`src/rtl/alu_pkg.sv`:
```
// alu_pkg: opcode/buffer-state types and the 16-op ALU function shared by alu_arbiter.
package alu_pkg;
   localparam int RES_W = 8;
   typedef enum logic [3:0] {
      OP_ORR, OP_ANDR, OP_XORR, OP_AND, OP_OR, OP_XOR, OP_GT, OP_LT,
      OP_NOT, OP_EQ, OP_ADD, OP_SUB, OP_MUL, OP_SHR, OP_SHL, OP_INV
   } alu_op_t;
   typedef enum logic {EMPTY, FULL} buf_state_t;
   function automatic logic [RES_W-1:0] alu_eval(alu_op_t op, logic [3:0] a, logic [3:0] b);
      logic [RES_W-1:0] a8;
      a8 = {4'b0, a};
      case (op)
         OP_ORR:  return {7'b0, |a};
         OP_ANDR: return {7'b0, &a};
         OP_XORR: return {7'b0, ^a};
         OP_AND:  return {4'b0, a & b};
         OP_OR:   return {4'b0, a | b};
         OP_XOR:  return {4'b0, a ^ b};
         OP_GT:   return {7'b0, a > b};
         OP_LT:   return {7'b0, a < b};
         OP_NOT:  return {7'b0, ~|a};
         OP_EQ:   return {7'b0, a == b};
         OP_ADD:  return {3'b0, {1'b0, a} + {1'b0, b}};
         OP_SUB:  return {4'b0, a - b};
         OP_MUL:  return a8 * {4'b0, b};
         OP_SHR:  return {4'b0, a >> b};
         OP_SHL:  return a8 << b;
         default: return {4'b0, ~a};
      endcase
   endfunction
endpackage

```
`src/rtl/rr_pick2.sv`:
```
// rr_pick2: combinational two-way round-robin picker; prio_ptr names the winner on contention.
module rr_pick2 (
   input  logic valid0,
   input  logic valid1,
   input  logic prio_ptr,
   output logic grant0,
   output logic grant1,
   output logic contested
);
   assign contested = valid0 && valid1;
   assign grant0    = valid0 && (!valid1 || !prio_ptr);
   assign grant1    = valid1 && (!valid0 || prio_ptr);
endmodule

```
`src/rtl/alu_arbiter.sv`:
```
// alu_arbiter: round-robin share of one ALU slot between two requesters, one-entry result buffer.
// Optional counters enabled by defining ALU_ARB_STATS_EN.
module alu_arbiter
   import alu_pkg::*;
#(
   parameter int ID_W = 1
) (
   input  logic             clk,
   input  logic             rst_n,
   input  logic             req0_valid,
   output logic             req0_ready,
   input  logic [3:0]       req0_op,
   input  logic [3:0]       req0_a,
   input  logic [3:0]       req0_b,
   input  logic             req1_valid,
   output logic             req1_ready,
   input  logic [3:0]       req1_op,
   input  logic [3:0]       req1_a,
   input  logic [3:0]       req1_b,
   output logic             rsp_valid,
   input  logic             rsp_ready,
   output logic [ID_W-1:0]  rsp_id,
   output logic [RES_W-1:0] rsp_result
`ifdef ALU_ARB_STATS_EN
   ,
   input  logic             stats_clr,
   output logic [15:0]      grant_cnt0,
   output logic [15:0]      grant_cnt1,
   output logic [15:0]      stall_cnt
`endif
);
   buf_state_t       state_q, state_d;
   logic             prio_q, prio_d;
   logic [ID_W-1:0]  id_q, id_d;
   logic [RES_W-1:0] res_q, res_d;
   logic             grant0, grant1, contested, can_accept, go;

   rr_pick2 u_pick (
      .valid0   (req0_valid),
      .valid1   (req1_valid),
      .prio_ptr (prio_q),
      .grant0   (grant0),
      .grant1   (grant1),
      .contested(contested)
   );

   // Readies are gated by rst_n so nothing is accepted while reset is held.
   always_comb begin
      can_accept = (state_q == EMPTY) || rsp_ready;
      req0_ready = rst_n && can_accept && grant0;
      req1_ready = rst_n && can_accept && grant1;
      go         = req0_ready || req1_ready;
      state_d    = go ? FULL : (rsp_ready ? EMPTY : state_q);
      prio_d     = (go && contested) ? grant0 : prio_q;
      id_d       = go ? ID_W'(grant1) : id_q;
      res_d      = !go ? res_q :
                   grant1 ? alu_eval(alu_op_t'(req1_op), req1_a, req1_b)
                          : alu_eval(alu_op_t'(req0_op), req0_a, req0_b);
   end

   always_ff @(posedge clk) begin
      if (!rst_n) begin
         state_q <= EMPTY;
         prio_q  <= 1'b0;
         id_q    <= '0;
         res_q   <= '0;
      end else begin
         state_q <= state_d;
         prio_q  <= prio_d;
         id_q    <= id_d;
         res_q   <= res_d;
      end
   end

   assign rsp_valid  = state_q == FULL;
   assign rsp_id     = id_q;
   assign rsp_result = res_q;

`ifdef ALU_ARB_STATS_EN
   logic [15:0] grant_cnt0_q, grant_cnt0_d, grant_cnt1_q, grant_cnt1_d, stall_cnt_q, stall_cnt_d;

   always_comb begin
      grant_cnt0_d = stats_clr ? '0 : grant_cnt0_q + 16'(req0_ready && grant_cnt0_q != '1);
      grant_cnt1_d = stats_clr ? '0 : grant_cnt1_q + 16'(req1_ready && grant_cnt1_q != '1);
      stall_cnt_d  = stats_clr ? '0 : stall_cnt_q + 16'(rsp_valid && !rsp_ready && stall_cnt_q != '1);
   end

   always_ff @(posedge clk) begin
      if (!rst_n) begin
         grant_cnt0_q <= '0;
         grant_cnt1_q <= '0;
         stall_cnt_q  <= '0;
      end else begin
         grant_cnt0_q <= grant_cnt0_d;
         grant_cnt1_q <= grant_cnt1_d;
         stall_cnt_q  <= stall_cnt_d;
      end
   end

   assign grant_cnt0 = grant_cnt0_q;
   assign grant_cnt1 = grant_cnt1_q;
   assign stall_cnt  = stall_cnt_q;
`endif
endmodule
```
`config.mk`:
```
export PLATFORM = sky130hd
export DESIGN_NAME = alu_arbiter
export DESIGN_NICKNAME = d
export VERILOG_FILES = /design/src/rtl/alu_pkg.sv /design/src/rtl/rr_pick2.sv /design/src/rtl/alu_arbiter.sv
export SDC_FILE = /design/constraint.sdc
export NUM_CORES = 1
export LEC_CHECK = 0
export ABC_AREA = 1
export CAP_MARGIN = 30
export CORE_ASPECT_RATIO = 1.2
export CORE_MARGIN = 2
export CORE_UTILIZATION = 60
export CTS_BUF_LIST = sky130_fd_sc_hd__clkbuf_8
export DETAILED_ROUTE_END_ITERATION = 12
export PLACE_DENSITY_LB_ADDON = 0.15
export SETUP_SLACK_MARGIN = 0.02
export SYNTH_ARGS = -nofsm -noshare
export SYNTH_HDL_FRONTEND = slang
export SYNTH_SLANG_ARGS = --single-unit
```
`constraint.sdc`:
```
create_clock -name clk -period 7.19 [get_ports clk]
set_input_delay 1.438 -clock clk [delete_from_list [all_inputs] [get_ports clk]]
set_output_delay 1.438 -clock clk [all_outputs]
set_load 0.01 [all_outputs]
```
==> qor_table.md, run 1 <==
| Group | Metric | This run |
|---|---|---|
| timing | Final setup skew | 0.00358 ns |
| place | Routability Congestion | 0.980 |
| global routing | Global-route wire length before repair | 17.4 mm |
| setup path | Cell depth of the worst flop-to-flop path | 9 |
| floorplanning | Die width | 75.4 um |
| setup path | Most common cell on crit path | nand2_1 |
| synthesis | Post-synth ARST share | 0% |
| timing | Final Hold Violating Endpoints | 0 |
| clocking | TritonCTS clock tree | done |
| timing | Final critical delay including setup and external delays | 4.61 ns |
| synthesis | Post-synthesis xor/xnor area fraction | 0.239% |
| power and ir drop | Leakage power | 2.45 nW |
| clocking | Number of hold-repair buffers added at the cts stage | 0 |
| power and ir drop | PD cells | 88.5 nW/um^2 |
| floorplanning | Placeable Area | 5970 um^2 |
| synthesis | Cell types with the largest area share after synthesis | nand2_1, ha_1, inv_1 |
| synthesis | Fraction of synthesized area in multiplexers | 0% |
| synthesis | Number of flops mapped to enable cells by yosys | 0 |
| routing | Average wire per standard cell | 14.0 um |
| setup path | Start point of the critical path | req1_b[1] |
| synthesis | Syn Std Cell Area | 3670 um^2 |
| synthesis | Primary FF master, synth | dfxtp_1 |
| final layout | Seq. cell area | 220 um^2 |
| setup path | Arrival @ worst endpoint | 4.75 ns |
| synthesis | Main combinational cell family by area after synthesis | simple AND/OR/NAND/NOR gates |
| global routing | GR Util met1 | 34.2% |
| global routing | Met3 global-route usage | 1.79% |
| synthesis | Post-synthesis sequential area ratio | 6.00% |
| clocking | # Post-CTS Setup Buffers | 0 |
| routing | Number of vias in the routed layout | 4094 |
| clocking | H-Tree Level Count | 1 |
| timing | Worst slew margin | 55.8% |
| setup path | Critical Path Source Type | input port |
| synthesis | Number of nets produced by synthesis | 740 |
| clocking | Buffer cell driving the clock tree root | clkbuf_8 |
| outcome | Run status | completed |
| synthesis | Synth area leader | nand2_1 |
| timing | Tcrit/Tclk final | 64.1% |
| power and ir drop | IR drop worst, VDD | 56.9 uV |
| clocking | Clock Latency Late Sink | 0.24 ns |
| final layout | Area taken by multi-input logic gates | 2930 um^2 |
| power and ir drop | Sum of internal, switching and leakage power | 0.369 mW |
| place | Total half-perimeter wirelength after legalization and detailed placement | 9.03 mm |
| global routing | Most congested layer reported by global routing | met2 |
| synthesis | Mean area per synthesized cell | 5.73 um^2 |
| global routing | Global routing met2 resource utilization | 65.4% |
| timing | Unrepaired setup endpoints after global routing | false |
| worst hold path | Hold path startpoint | rsp_id |
| setup path | Critical-path top delay cell | clkdlybuf4s50_1 |
| global routing | Global route total overflow | 0 |
| synthesis | Yosys synthesis warning count | 0 |
| timing | Timing-limited maximum frequency | 217 MHz |
| setup path | Data required time at the worst endpoint | 7.33 ns |
| place | Number of buffer cells added on primary ports | 40 |
| setup path | Worst path depth | 17 |
| routing | Drt total wl | 10.7 mm |
| clocking | TritonCTS buffer count | 3 |
| worst hold path | Worst hold path type | flip-flop to flip-flop |
| clocking | Post-cts gate resize count | 0 |
| setup path | Launching point of the worst reg2reg path | prio_q |
| synthesis | Unique cell type count in the Yosys netlist | 34 |
| final layout | Fin nets | 778 |
| routing | Remaining DRCs | 0 |
| synthesis | Fraction of the mapped netlist area in compound gates | 12.0% |
| final layout | Area growth from synthesis to final layout | 13.7% |
| clocking | Count of clock tree sinks | 11 |
| global routing | GRT Resource Usage Total | 32.7% |
| floorplanning | IO Count | 41 |
| floorplanning | FP Rows | 31 |
| worst hold path | Hold-critical path depth | 2 |
| setup path | Maximum net fanout on the critical path | 13 |
| routing | 1st-pass router iterations | 5 |
| timing | Number of failing setup endpoints in the final timing report | 0 |
| synthesis | Post-synthesis adder-cell area fraction | 26.3% |
| global routing | Vias in the first global route | 3931 |
| global routing | Pin count of the biggest net entering global routing | 18 |
| final layout | Fraction of layout cells with a size suffix above 1 | 5.46% |
| final layout | Filler instances | 625 |
| clocking | Clock buffer depth | 2 |
| setup path | Cells traversed along the worst timing path | clkdlybuf4s50_1, nand2_1, fa_1, inv_1, fa_1, inv_1, fa_1, nor2_1, o21ai_0, nand2_1, nand2_1, nand3_1, nand2_1, nand2_1, nand2_1, o21bai_1, inv_1 |
| setup path | Worst Path Buf+Inv | 4 |
| global routing | Antenna violations before repair | 0 |
| timing | Summed negative setup slack over all endpoints | 0 ns |
| floorplanning | Starting Density | 61.5% |
| clocking | CTS clock-pin slew for the worst setup and hold paths | 0.05 ns |
| routing | Drt via density | 5.39 |
| flow run | Max Cap Violations | 0 |
| synthesis | Area share of and/or/nand/nor cells after synthesis | 41.3% |
| setup path | Cell class contributing the biggest share of worst-path delay | adder cells |
| synthesis | Most common cell in the netlist | nand2_1 |
| synthesis | Commonest cells post-synth | nand2_1, inv_1, ha_1 |
| timing | Transition time at the pin with the least slew margin | 0.661 ns |
| routing | Antenna viol nets, final | 0 |
| setup path | Crit path largest cell delay | 0.80 ns |
| setup path | Endpoint class of the critical path | flip-flop |
| floorplanning | Y dimension of the die | 89.7 um |
| synthesis | Post-Synthesis Cells | 641 |
| routing | DRT iter0 DRCs | 284 |
| setup path | Critical Setup Path Class | input port to flip-flop |
| final layout | Ant diodes | 0 |
| synthesis | Share of Yosys cell area claimed by the top area cell type | 21.6% |
| floorplanning | Die area | 6760 um^2 |
| timing | Final Slew Violations | 0 |
| synthesis | Flip-flop and latch count after synthesis | 11 |
## per-stage QoR
step / setup slack [ns] / instances / hold WS, ns / utilization, % / instance area [um^2]
floorplan: 3.23 / 641 / 0.472 / - / 3670
detailed placement: 2.36 / 756 / 0.491 / 69.1 / 4130
global placement: 2.40 / 756 / 0.473 / 69.1 / 4130
finish: 2.58 / 760 / 0.505 / 69.9 / 4180
global route: 2.28 / 760 / 0.544 / 69.9 / 4180
CTS: 2.58 / 760 / 0.503 / 69.9 / 4180
## logic make-up after synthesis
group	count (synthesis)
AO/OA/AOI/OAI	83
adder cells (fa/ha/maj)	70
buffers and inverters	132
XOR/XNOR	1
flip-flops	11
AND/OR/NAND/NOR	344
## placed cells by master, fill, tap and decap left out, drive strengths merged
cell type      Yosys  routed
clkdlybuf4s50      0      40
nand4             12      12
nor3               3       3
xnor2              1       1
nor2              44      44
or2                5       5
o211ai             1       1
inv              124     125
a21boi             1       1
dfxtp             11      11
o21bai             1       1
fa                12      12
nand3b             7       7
nand3             58      58
clkinv             1       1
o21ai             43      43
clkbuf             0       3
a21oi             35      35
ha                58      58
nand2            215     215
a31oi              2       2
## power breakdown
group          switching (mW)  leakage [nW]  internal, mW
sequential            0.00319        0.0906        0.0664
combinational           0.147          2.33        0.0908
clock                  0.0248        0.0269        0.0376
total                   0.175          2.45         0.195
## worst min-delay path: stages (launching register included)
cell and delay [ns]:
dfxtp_1 0.32, a21oi_1 0.07, nor2_1 0.07
## final timing paths
path | to | slack (ns)
setup / recovery | rsp_result[6] | 2.58
hold / removal | rsp_id | 0.51
setup reg to reg | prio_q | 5.61
hold reg to reg | rsp_id | 0.51
## layer usage
| layer | vias to the layer above | wire, um | part of all wire [%] |
|---|---|---|---|
| li1 | 2102 | - | - |
| met4 | 0 | 456 | 4.3 |
| met1 | 1828 | 4020 | 38 |
| met3 | 37 | 378 | 3.5 |
| met2 | 127 | 5810 | 55 |
| met5 | - | 0 | 0 |
## flip-flops by register name, summed over array words and instances (netlist names)
register and flops:
prio_q 1, rsp_result 8, rsp_valid 1, rsp_id 1
## final cells by class
cell class / instances / share of cell area [%]
Clock buffer: 3 / 0.989
Tap cell: 82 / 2.46
Multi-Input combinational cell: 498 / 70.2
Inverter: 125 / 11.4
Sequential cell: 11 / 5.27
Clock inverter: 1 / 0.0899
Timing Repair Buffer: 40 / 9.59
No activity file was read; power rests on OpenSTA's default activity.
==> inputs of run 2 (changes only) <==
- clock period: 7.19 -> 4.65 ns (I/O delays scaled with it)
==> qor_table.md, run 2 (synthesis gave the netlist of run 1 again) <==
| Group | Metric | This run |
|---|---|---|
| clocking | Buffer cell driving the clock tree root | clkbuf_8 |
| place | Placed standard-cell area | 4210 um^2 |
| global routing | Antenna violations before repair | 0 |
| outcome | Run status | completed |
| global routing | Global route total overflow | 0 |
| setup path | Crit path largest cell delay | 0.63 ns |
| clocking | TritonCTS buffer count | 3 |
| final layout | Ant diodes | 0 |
| worst hold path | Worst hold path type | flip-flop to flip-flop |
| clocking | Number of hold-repair buffers added at the cts stage | 0 |
| clocking | Clock Latency Late Sink | 0.24 ns |
| final layout | Fraction of layout cells with a size suffix above 1 | 6.97% |
| floorplanning | Die area | 6760 um^2 |
| routing | Average wire per standard cell | 14.5 um |
| power and ir drop | Sum of internal, switching and leakage power | 0.584 mW |
| floorplanning | FP Rows | 31 |
| floorplanning | IO Count | 41 |
| timing | Tcrit/Tclk final | 84.8% |
| place | Number of buffer cells added on primary ports | 40 |
| timing | Worst slew margin | 70.7% |
| setup path | Maximum net fanout on the critical path | 9 |
| global routing | Global-route wire length before repair | 17.3 mm |
| setup path | Critical Path Source Type | input port |
| power and ir drop | PD cells | 137 nW/um^2 |
| final layout | Final Util | 71.3% |
| setup path | Endpoint class of the critical path | flip-flop |
| setup path | Critical register-to-register path endpoint | prio_q |
| routing | Number of vias in the routed layout | 4271 |
| place | Placed Cells incl. Taps | 767 |
| routing | 1st-pass router iterations | 5 |
| clocking | Post-cts gate resize count | 0 |
| place | Total half-perimeter wirelength after legalization and detailed placement | 9.46 mm |
| timing | Final critical delay including setup and external delays | 3.94 ns |
| final layout | Filler instances | 585 |
| routing | Drt total wl | 11.2 mm |
| clocking | Count of clock tree sinks | 11 |
| setup path | Register-to-register setup slack | 3.08 ns |
| timing | Summed negative setup slack over all endpoints | 0 ns |
| floorplanning | Placeable Area | 5970 um^2 |
| place | Routability Congestion | 0.970 |
| routing | Drt via density | 5.54 |
| flow run | Max Cap Violations | 0 |
| clocking | # Post-CTS Setup Buffers | 0 |
| timing | Post-route worst setup slack | 0.709 ns |
| worst hold path | Hold-critical path depth | 2 |
| setup path | Most common cell on crit path | nand2_1 |
| timing | Transition time at the pin with the least slew margin | 0.438 ns |
| clocking | H-Tree Level Count | 1 |
| setup path | Cells traversed along the worst timing path | clkdlybuf4s50_1, nand2_1, fa_1, inv_1, fa_1, inv_1, fa_1, nor2_1, o21ai_0, nand2_1, nand2_1, nand3_1, nand2_1, nand2_1, nand2_1, o21bai_1, inv_1 |
| timing | Unrepaired setup endpoints after global routing | false |
| timing | Final setup skew | 0.00170 ns |
| clocking | CTS clock-pin slew for the worst setup and hold paths | 0.05 ns |
| routing | Remaining DRCs | 0 |
| setup path | Start point of the critical path | req1_b[2] |
| clocking | TritonCTS clock tree | done |
| place | Setup Slack @ Placement | 0.457 ns |
| setup path | Data required time at the worst endpoint | 4.79 ns |
| setup path | Critical-path top delay cell | clkdlybuf4s50_1 |
| routing | DRT iter0 DRCs | 405 |
| global routing | Vias in the first global route | 4039 |
| floorplanning | Y dimension of the die | 89.7 um |
| setup path | Arrival @ worst endpoint | 4.08 ns |
| clocking | Clock buffer depth | 2 |
| power and ir drop | IR drop worst, VDD | 79.4 uV |
| final layout | Fin nets | 789 |
| floorplanning | Starting Density | 61.5% |
| setup path | Cell depth of the worst flop-to-flop path | 9 |
| timing | Final Hold Violating Endpoints | 0 |
| timing | Timing-limited maximum frequency | 254 MHz |
| timing | Final Slew Violations | 0 |
| setup path | Critical Setup Path Class | input port to flip-flop |
| global routing | GRT Resource Usage Total | 33.0% |
| final layout | Area growth from synthesis to final layout | 16.0% |
| final layout | Most frequent cells in the layout | nand2_1, inv_1, ha_1, nand3_1, clkdlybuf4s50_1 |
| final layout | Non-filler cells, final | 771 |
| power and ir drop | Leakage power | 2.50 nW |
| final layout | Largest register FFs | 8 |
| final layout | Final design instance area without fill | 4260 um^2 |
| setup path | Launching point of the worst reg2reg path | prio_q |
| timing | Final-layout worst hold slack | 0.502 ns |
| floorplanning | Die width | 75.4 um |
| routing | Antenna viol nets, final | 0 |
| final layout | Most frequent standard cell in the layout excluding fill and tap cells | nand2_1 |
| global routing | Pin count of the biggest net entering global routing | 17 |
| timing | Number of failing setup endpoints in the final timing report | 0 |
| setup path | Critical path destination | rsp_result[6] |
## run 2: layer usage
layer,routed length [um],vias to the layer above,share of wire [%],GRT usage (%)
li1,-,2130,-,-
met1,4110,1914,37,32.7
met2,5850,168,52,64.0
met4,661,0,5.9,22.2
met5,0,-,0,0
met3,544,59,4.9,2.01
## run 2: layout make-up
type / instances / area (um^2) / area share, %
clock inverter: 1 / 3.75 / 0.0882
inverter: 125 / 474 / 11.1
clock buffer: 3 / 41.3 / 0.970
multi-input combinational: 498 / 2930 / 68.9
tap: 82 / 103 / 2.41
timing repair buffer: 51 / 483 / 11.3
sequential: 11 / 220 / 5.17
## run 2: worst max-delay path, delay by kind of cell
kind / cells / cell delay [ns]
AOI/OAI and AO/OA: 2 / 0.23
and+or+nand+nor: 8 / 0.61
adders and majority gates: 3 / 1.50
buffers and inverters: 4 / 0.80
## run 2: how the worst min path moves through the flow
stage | startpoint | endpoint | slack [ns]
3_3_place_gp | rsp_id | rsp_id | 0.47
2_1_floorplan | prio_q | prio_q | 0.47
6_report | prio_q | prio_q | 0.50
5_1_grt | prio_q | prio_q | 0.52
3_5_place_dp | prio_q | prio_q | 0.49
4_1_cts | prio_q | prio_q | 0.50
## run 2: where the power goes
group / total (mW) / internal, mW / switching (mW)
combinational: 0.378 / 0.147 / 0.231
sequential: 0.108 / 0.103 / 0.00516
clock: 0.0981 / 0.0583 / 0.0398
==> inputs of run 3 (changes only) <==
- clock period: 4.65 -> 3.8 ns (I/O delays scaled with it)
==> qor_table.md, run 3 (synthesis gave the netlist of run 1 again) <==
| Group | Metric | This run |
|---|---|---|
| setup path | Critical-path top delay cell | fa_1 |
| floorplanning | Starting Density | 61.5% |
| flow run | Max Cap Violations | 0 |
| outcome | Run status | completed |
| final layout | Filler instances | 570 |
| final layout | Ant diodes | 0 |
| place | Number of buffer cells added on primary ports | 40 |
| setup path | Critical Setup Path Class | input port to flip-flop |
| setup path | Critical Path Source Type | input port |
| timing | Final Hold Violating Endpoints | 0 |
| routing | Number of vias in the routed layout | 4336 |
| setup path | Maximum net fanout on the critical path | 2 |
| floorplanning | Die area | 6760 um^2 |
| final layout | Largest register FFs | 8 |
| timing | Tcrit/Tclk final | 94.9% |
| setup path | Launching point of the worst reg2reg path | prio_q |
| routing | Drt total wl | 12.0 mm |
| power and ir drop | PD cells | 170 nW/um^2 |
| timing | Final critical delay including setup and external delays | 3.60 ns |
| place | Placed standard-cell area | 4300 um^2 |
| timing | Timing-limited maximum frequency | 277 MHz |
| global routing | Global-route wire length before repair | 19.0 mm |
| setup path | Most common cell on crit path | nand2_1 |
| routing | Antenna viol nets, final | 0 |
| global routing | Pin count of the biggest net entering global routing | 17 |
| final layout | Area growth from synthesis to final layout | 18.5% |
| setup path | Cell depth of the worst flop-to-flop path | 9 |
| clocking | Clock buffer depth | 2 |
| timing | Post-route worst setup slack | 0.196 ns |
| clocking | CTS clock-pin slew for the worst setup and hold paths | 0.06 ns |
| clocking | Count of clock tree sinks | 11 |
| power and ir drop | IR drop worst, VDD | 103 uV |
| global routing | GR Util met1 | 37.0% |
| global routing | Global routing met2 resource utilization | 72.1% |
| setup path | Critical register-to-register path endpoint | prio_q |
| setup path | Crit path largest cell delay | 0.55 ns |
| clocking | H-Tree Level Count | 1 |
| routing | Remaining DRCs | 0 |
| place | Total half-perimeter wirelength after legalization and detailed placement | 9.91 mm |
| clocking | TritonCTS buffer count | 3 |
| final layout | Fraction of layout cells with a size suffix above 1 | 8.86% |
| clocking | TritonCTS clock tree | done |
| clocking | Clock Latency Late Sink | 0.25 ns |
| global routing | Global route total overflow | 0 |
| floorplanning | Y dimension of the die | 89.7 um |
| timing | Number of failing setup endpoints in the final timing report | 0 |
| worst hold path | Worst hold path type | flip-flop to flip-flop |
| worst hold path | Hold path startpoint | prio_q |
| global routing | GRT Resource Usage Total | 36.6% |
| setup path | Critical path destination | rsp_result[6] |
| timing | Worst slew margin | 74.7% |
| timing | Unrepaired setup endpoints after global routing | true |
| place | Setup Slack @ Placement | -0.0459 ns |
| setup path | Data required time at the worst endpoint | 3.94 ns |
| place | Routability Congestion | 0.956 |
| floorplanning | Placeable Area | 5970 um^2 |
| setup path | Cell class contributing the biggest share of worst-path delay | adder cells |
| setup path | Cells traversed along the worst timing path | clkdlybuf4s50_1, nand2_2, fa_1, inv_1, fa_1, inv_1, fa_1, nor2_1, o21ai_0, nand2_1, nand2_1, nand3_1, nand2_1, nand2_1, nand2_1, o21bai_1, inv_1 |
| setup path | Arrival @ worst endpoint | 3.75 ns |
| power and ir drop | Sum of internal, switching and leakage power | 0.742 mW |
| routing | Average wire per standard cell | 15.3 um |
| final layout | Most frequent cells in the layout | nand2_1, inv_1, ha_1, nand3_1, clkdlybuf4s50_1 |
| setup path | Endpoint class of the critical path | flip-flop |
| setup path | Worst Path Buf+Inv | 4 |
| final layout | Most frequent standard cell in the layout excluding fill and tap cells | nand2_1 |
| setup path | Register-to-register setup slack | 2.21 ns |
| power and ir drop | Leakage power | 2.56 nW |
| floorplanning | FP Rows | 31 |
| global routing | Vias in the first global route | 4285 |
| timing | Transition time at the pin with the least slew margin | 0.378 ns |
| floorplanning | IO Count | 41 |
| timing | Final Slew Violations | 0 |
| routing | Drt via density | 5.54 |
| routing | 1st-pass router iterations | 6 |
| setup path | Worst path depth | 17 |
| clocking | Buffer cell driving the clock tree root | clkbuf_8 |
| final layout | Fin nets | 800 |
| global routing | Met3 global-route usage | 2.46% |
| floorplanning | Die width | 75.4 um |
| clocking | Number of hold-repair buffers added at the cts stage | 0 |
| setup path | Start point of the critical path | req1_a[0] |
| global routing | Antenna violations before repair | 0 |
| routing | DRT iter0 DRCs | 320 |
| final layout | Final design instance area without fill | 4350 um^2 |
| global routing | Most congested layer reported by global routing | met2 |
| timing | Final setup skew | 0.00482 ns |
## run 3: per-layer routing
metal / routed length (um) / part of all wire, %
met1: 4430 / 37
met4: 645 / 5.4
met2: 6420 / 54
met5: 0 / 0
met3: 455 / 3.8
## run 3: cell type report
type	instances	area, um^2	share of cell area (%)
Inverter	125	474	10.9
Sequential cell	11	220	5.06
Clock inverter	1	3.75	0.0863
Clock buffer	3	41.3	0.949
Timing Repair Buffer	62	566	13.0
Multi-Input combinational cell	498	2940	67.7
Tap cell	82	103	2.36
## run 3: what timing repair did
action,in CTS,in global routing
setup endpoints to repair,0,3
gates resized for setup,0,3
setup buffers,0,0
## run 3: worst min path at each step
| stage | end | slack [ns] | cells after the start |
|---|---|---|---|
| floorplan | prio_q | 0.47 | 2 |
| global placement | rsp_id | 0.47 | 2 |
| detailed placement | prio_q | 0.50 | 2 |
| CTS | prio_q | 0.50 | 2 |
| global route | prio_q | 0.53 | 2 |
| finish | prio_q | 0.51 | 2 |
## run 3: where the power goes
part | total (mW) | switching, mW | internal [mW]
clock network | 0.121 | 0.0501 | 0.0714
registers | 0.133 | 0.00697 | 0.126
logic | 0.488 | 0.295 | 0.193
## run 3: through the flow
stage                     TNS, ns  instances  hold WS, ns  util (%)
final                           0        782        0.508      72.9
after global routing      -0.0172        782        0.530      72.9
after CTS                       0        782        0.505      72.7
after detailed placement  -0.0560        778        0.496      71.9
after global placement          0        778        0.475      71.9
after floorplan                 0        641        0.472         -
## run 3: worst min-delay path: cells and delay by family, from the launching register on
kind / cells / cell delay, ns
buffers and inverters: 1 / 0.09
DFF: 1 / 0.30
AOI/OAI and AO/OA: 1 / 0.07
==> patch: new RTL, config.mk and constraints of run 2 <==
The option `ALU_ARB_STATS_EN` is turned on by a define.
--- a/src/rtl/alu_arbiter.sv
+++ b/src/rtl/alu_arbiter.sv
@@ -1,4 +1,6 @@
 // alu_arbiter: round-robin share of one ALU slot between two requesters, one-entry result buffer.
 // Optional counters enabled by defining ALU_ARB_STATS_EN.
+`define ALU_ARB_STATS_EN
+
 module alu_arbiter
    import alu_pkg::*;
Interface: changed (added grant_cnt0, grant_cnt1, stall_cnt and stats_clr); port bits go from 41 to 90. The function was not compared with the original's and may differ.
==> patch against run 2 <==
Sequential share of layout area increased by 12 points; register-to-register slack got worse by 1000 ps; power grew 120%; area after synthesis rose by 57%; via count grew 44%; first-iteration DRC count shrank 13%; final cell count up 48%; sequential cell count grew 48; cell area is 64% higher; worst setup slack improved by 130 ps; wire length up 40%; clock power grew to 4.1 times the old value; largest power group is now sequential cells.
==> patch: results (changes against run 2) <==
| Metric | Value |
|---|---|
| Outcome | `completed` |
| Most instantiated cells after synthesis | `245 x nand2_1, 158 x inv_1, 79 x nand3_1, 79 x nor2_1, 64 x ha_1` |
| Routability cong. | `0.944 (-2.7%)` |
| Htree depth | `3 (+2)` |
| Met3 WL | `1.04 mm (+92%)` |
| Placed cells | `1125 (+47%)` |
| Mean routed wirelength per cell | `13.7 um (-5.3%)` |
| Met2 Wirelength | `7.64 mm (+30%)` |
| FF+latch count, synth | `59 (+48)` |
| Post-Synth XOR/XNOR Area | `0.915% (+0.68 points)` |
| Proportion of synthesized area in mux cells | `0.174% (+0.17 points)` |
| Area fraction in compound gates after synthesis | `12.3% (+0.26 points)` |
| Post-DP Area | `0.00680 mm2 (+61%)` |
| DRT iter0 DRCs | `352 (-13%)` |
| Ranking of synthesized cells by area | `dfxtp_1 21%, nand2_1 16%, ha_1 14%, inv_1 10%, nand3_1 6.9%` |
| Met1 WL | `6.51 mm (+58%)` |
| Final Skew | `8.31 ps (+6.61 ps)` |
| Crit Path Max Fanout | `8 (-1)` |
| Vias in the first global route | `5813 (+44%)` |
| Sequential fraction of the synthesis area | `20.6% (+15 points)` |
| Routed via count | `6131 (+44%)` |
| Largest net degree at the start of global routing | `26 (+9)` |
| Clock network area share | `2.41% (+1.4 points)` |
| Gate power share | `29.3% (-35 points)` |
| PortBufs | `89 (+120%)` |
| Post-synthesis net count | `1020 (+38%)` |
| Clock buffer count | `10 (+7)` |
| Multi-input gate share of the layout cell area | `55.8% (-13 points)` |
| Seq. cell area | `0.00118 mm2 (+440%)` |
| Share of cells above drive strength 1 | `5.60% (-1.4 points)` |
| Area of the multi-input gates | `0.00389 mm2 (+33%)` |
| CTS Buf Count | `9 (+6)` |
| Yosys cell types | `42 (+24%)` |
| Global-route wire length before repair | `25.8 mm (+49%)` |
| Non-clk buf share | `13.8% (+2.4 points)` |
| Pint | `0.865 mW (+180%)` |
| Layout inverter count without the clock tree | `163 (+30%)` |
| Routed WL | `15.7 mm (+40%)` |
| Clock Pin Slew Worst Setup and Hold Paths | `70 ps (+20 ps)` |
| Tot GR Track Use | `30.5% (-2.5 points)` |
| Worst slew margin | `43.7% (-27 points)` |
| Power Clock | `0.405 mW (+310%)` |
| TritonRoute pass-1 iters | `7 (+2)` |
| Adder-cell area share of the yosys netlist | `18.1% (-8.2 points)` |
| Worst EP arrival | `4050 ps (-30 ps)` |
| Clk Latency, worst-skew pair | `340 ps (+100 ps)` |
-- patch: changes by cell type in the layout (fill, tap and decap cells not counted), sizes merged, moves of 25 or more --
cell           change
inv               +35
dfxtp             +48
clkdlybuf4s50     +49
nand2             +34
nand3             +25
nor2              +46
-- patch: through the flow --
step / util (%) / total power, mW / hold slack (ps) / setup slack [ps]
after detailed placement: 72.2 / 0.910 / 465 / 483
final: 73.9 / 1.31 / 480 / 838
after global routing: 73.9 / 1.39 / 495 / 566
after CTS: 73.9 / 1.32 / 480 / 832
after floorplan: - / 0.778 / 484 / 1250
after global placement: 72.2 / 0.904 / 464 / 565
-- patch: path summary, 6_finish.rpt --
path         depth (start not counted)           start             end  slack (ps)
max                                 17       req1_b[2]   rsp_result[6]         840
min                                  1  grant_cnt0[15]  grant_cnt0[15]         480
max reg2reg                         16       rsp_valid  grant_cnt1[14]        2080
min reg2reg                          1  grant_cnt0[15]  grant_cnt0[15]         480
-- patch: layer usage --
| metal | track usage, % | vias up |
|---|---|---|
| li1 | - | 3140 |
| met1 | 35.8 | 2742 |
| met2 | 53.6 | 208 |
| met3 | 6.46 | 41 |
| met4 | 11.8 | 0 |
| met5 | 0 | - |
-- patch: worst reg2reg max path, delay by kind of cell (launching register included) --
family / cells / cell delay [ps]
adders and majority gates: 2 / 380
buffers and inverters: 2 / 190
DFF: 1 / 330
and+or+nand+nor: 9 / 1200
AOI/OAI and AO/OA: 3 / 370
-- patch: logic make-up after synthesis --
kind of cell / count (synthesis)
and+or+nand+nor: 470
buffers and inverters: 173
AOI/OAI and AO/OA: 129
adders and majority gates: 76
DFF: 59
xor gates and xnor gates: 6
muxes: 1
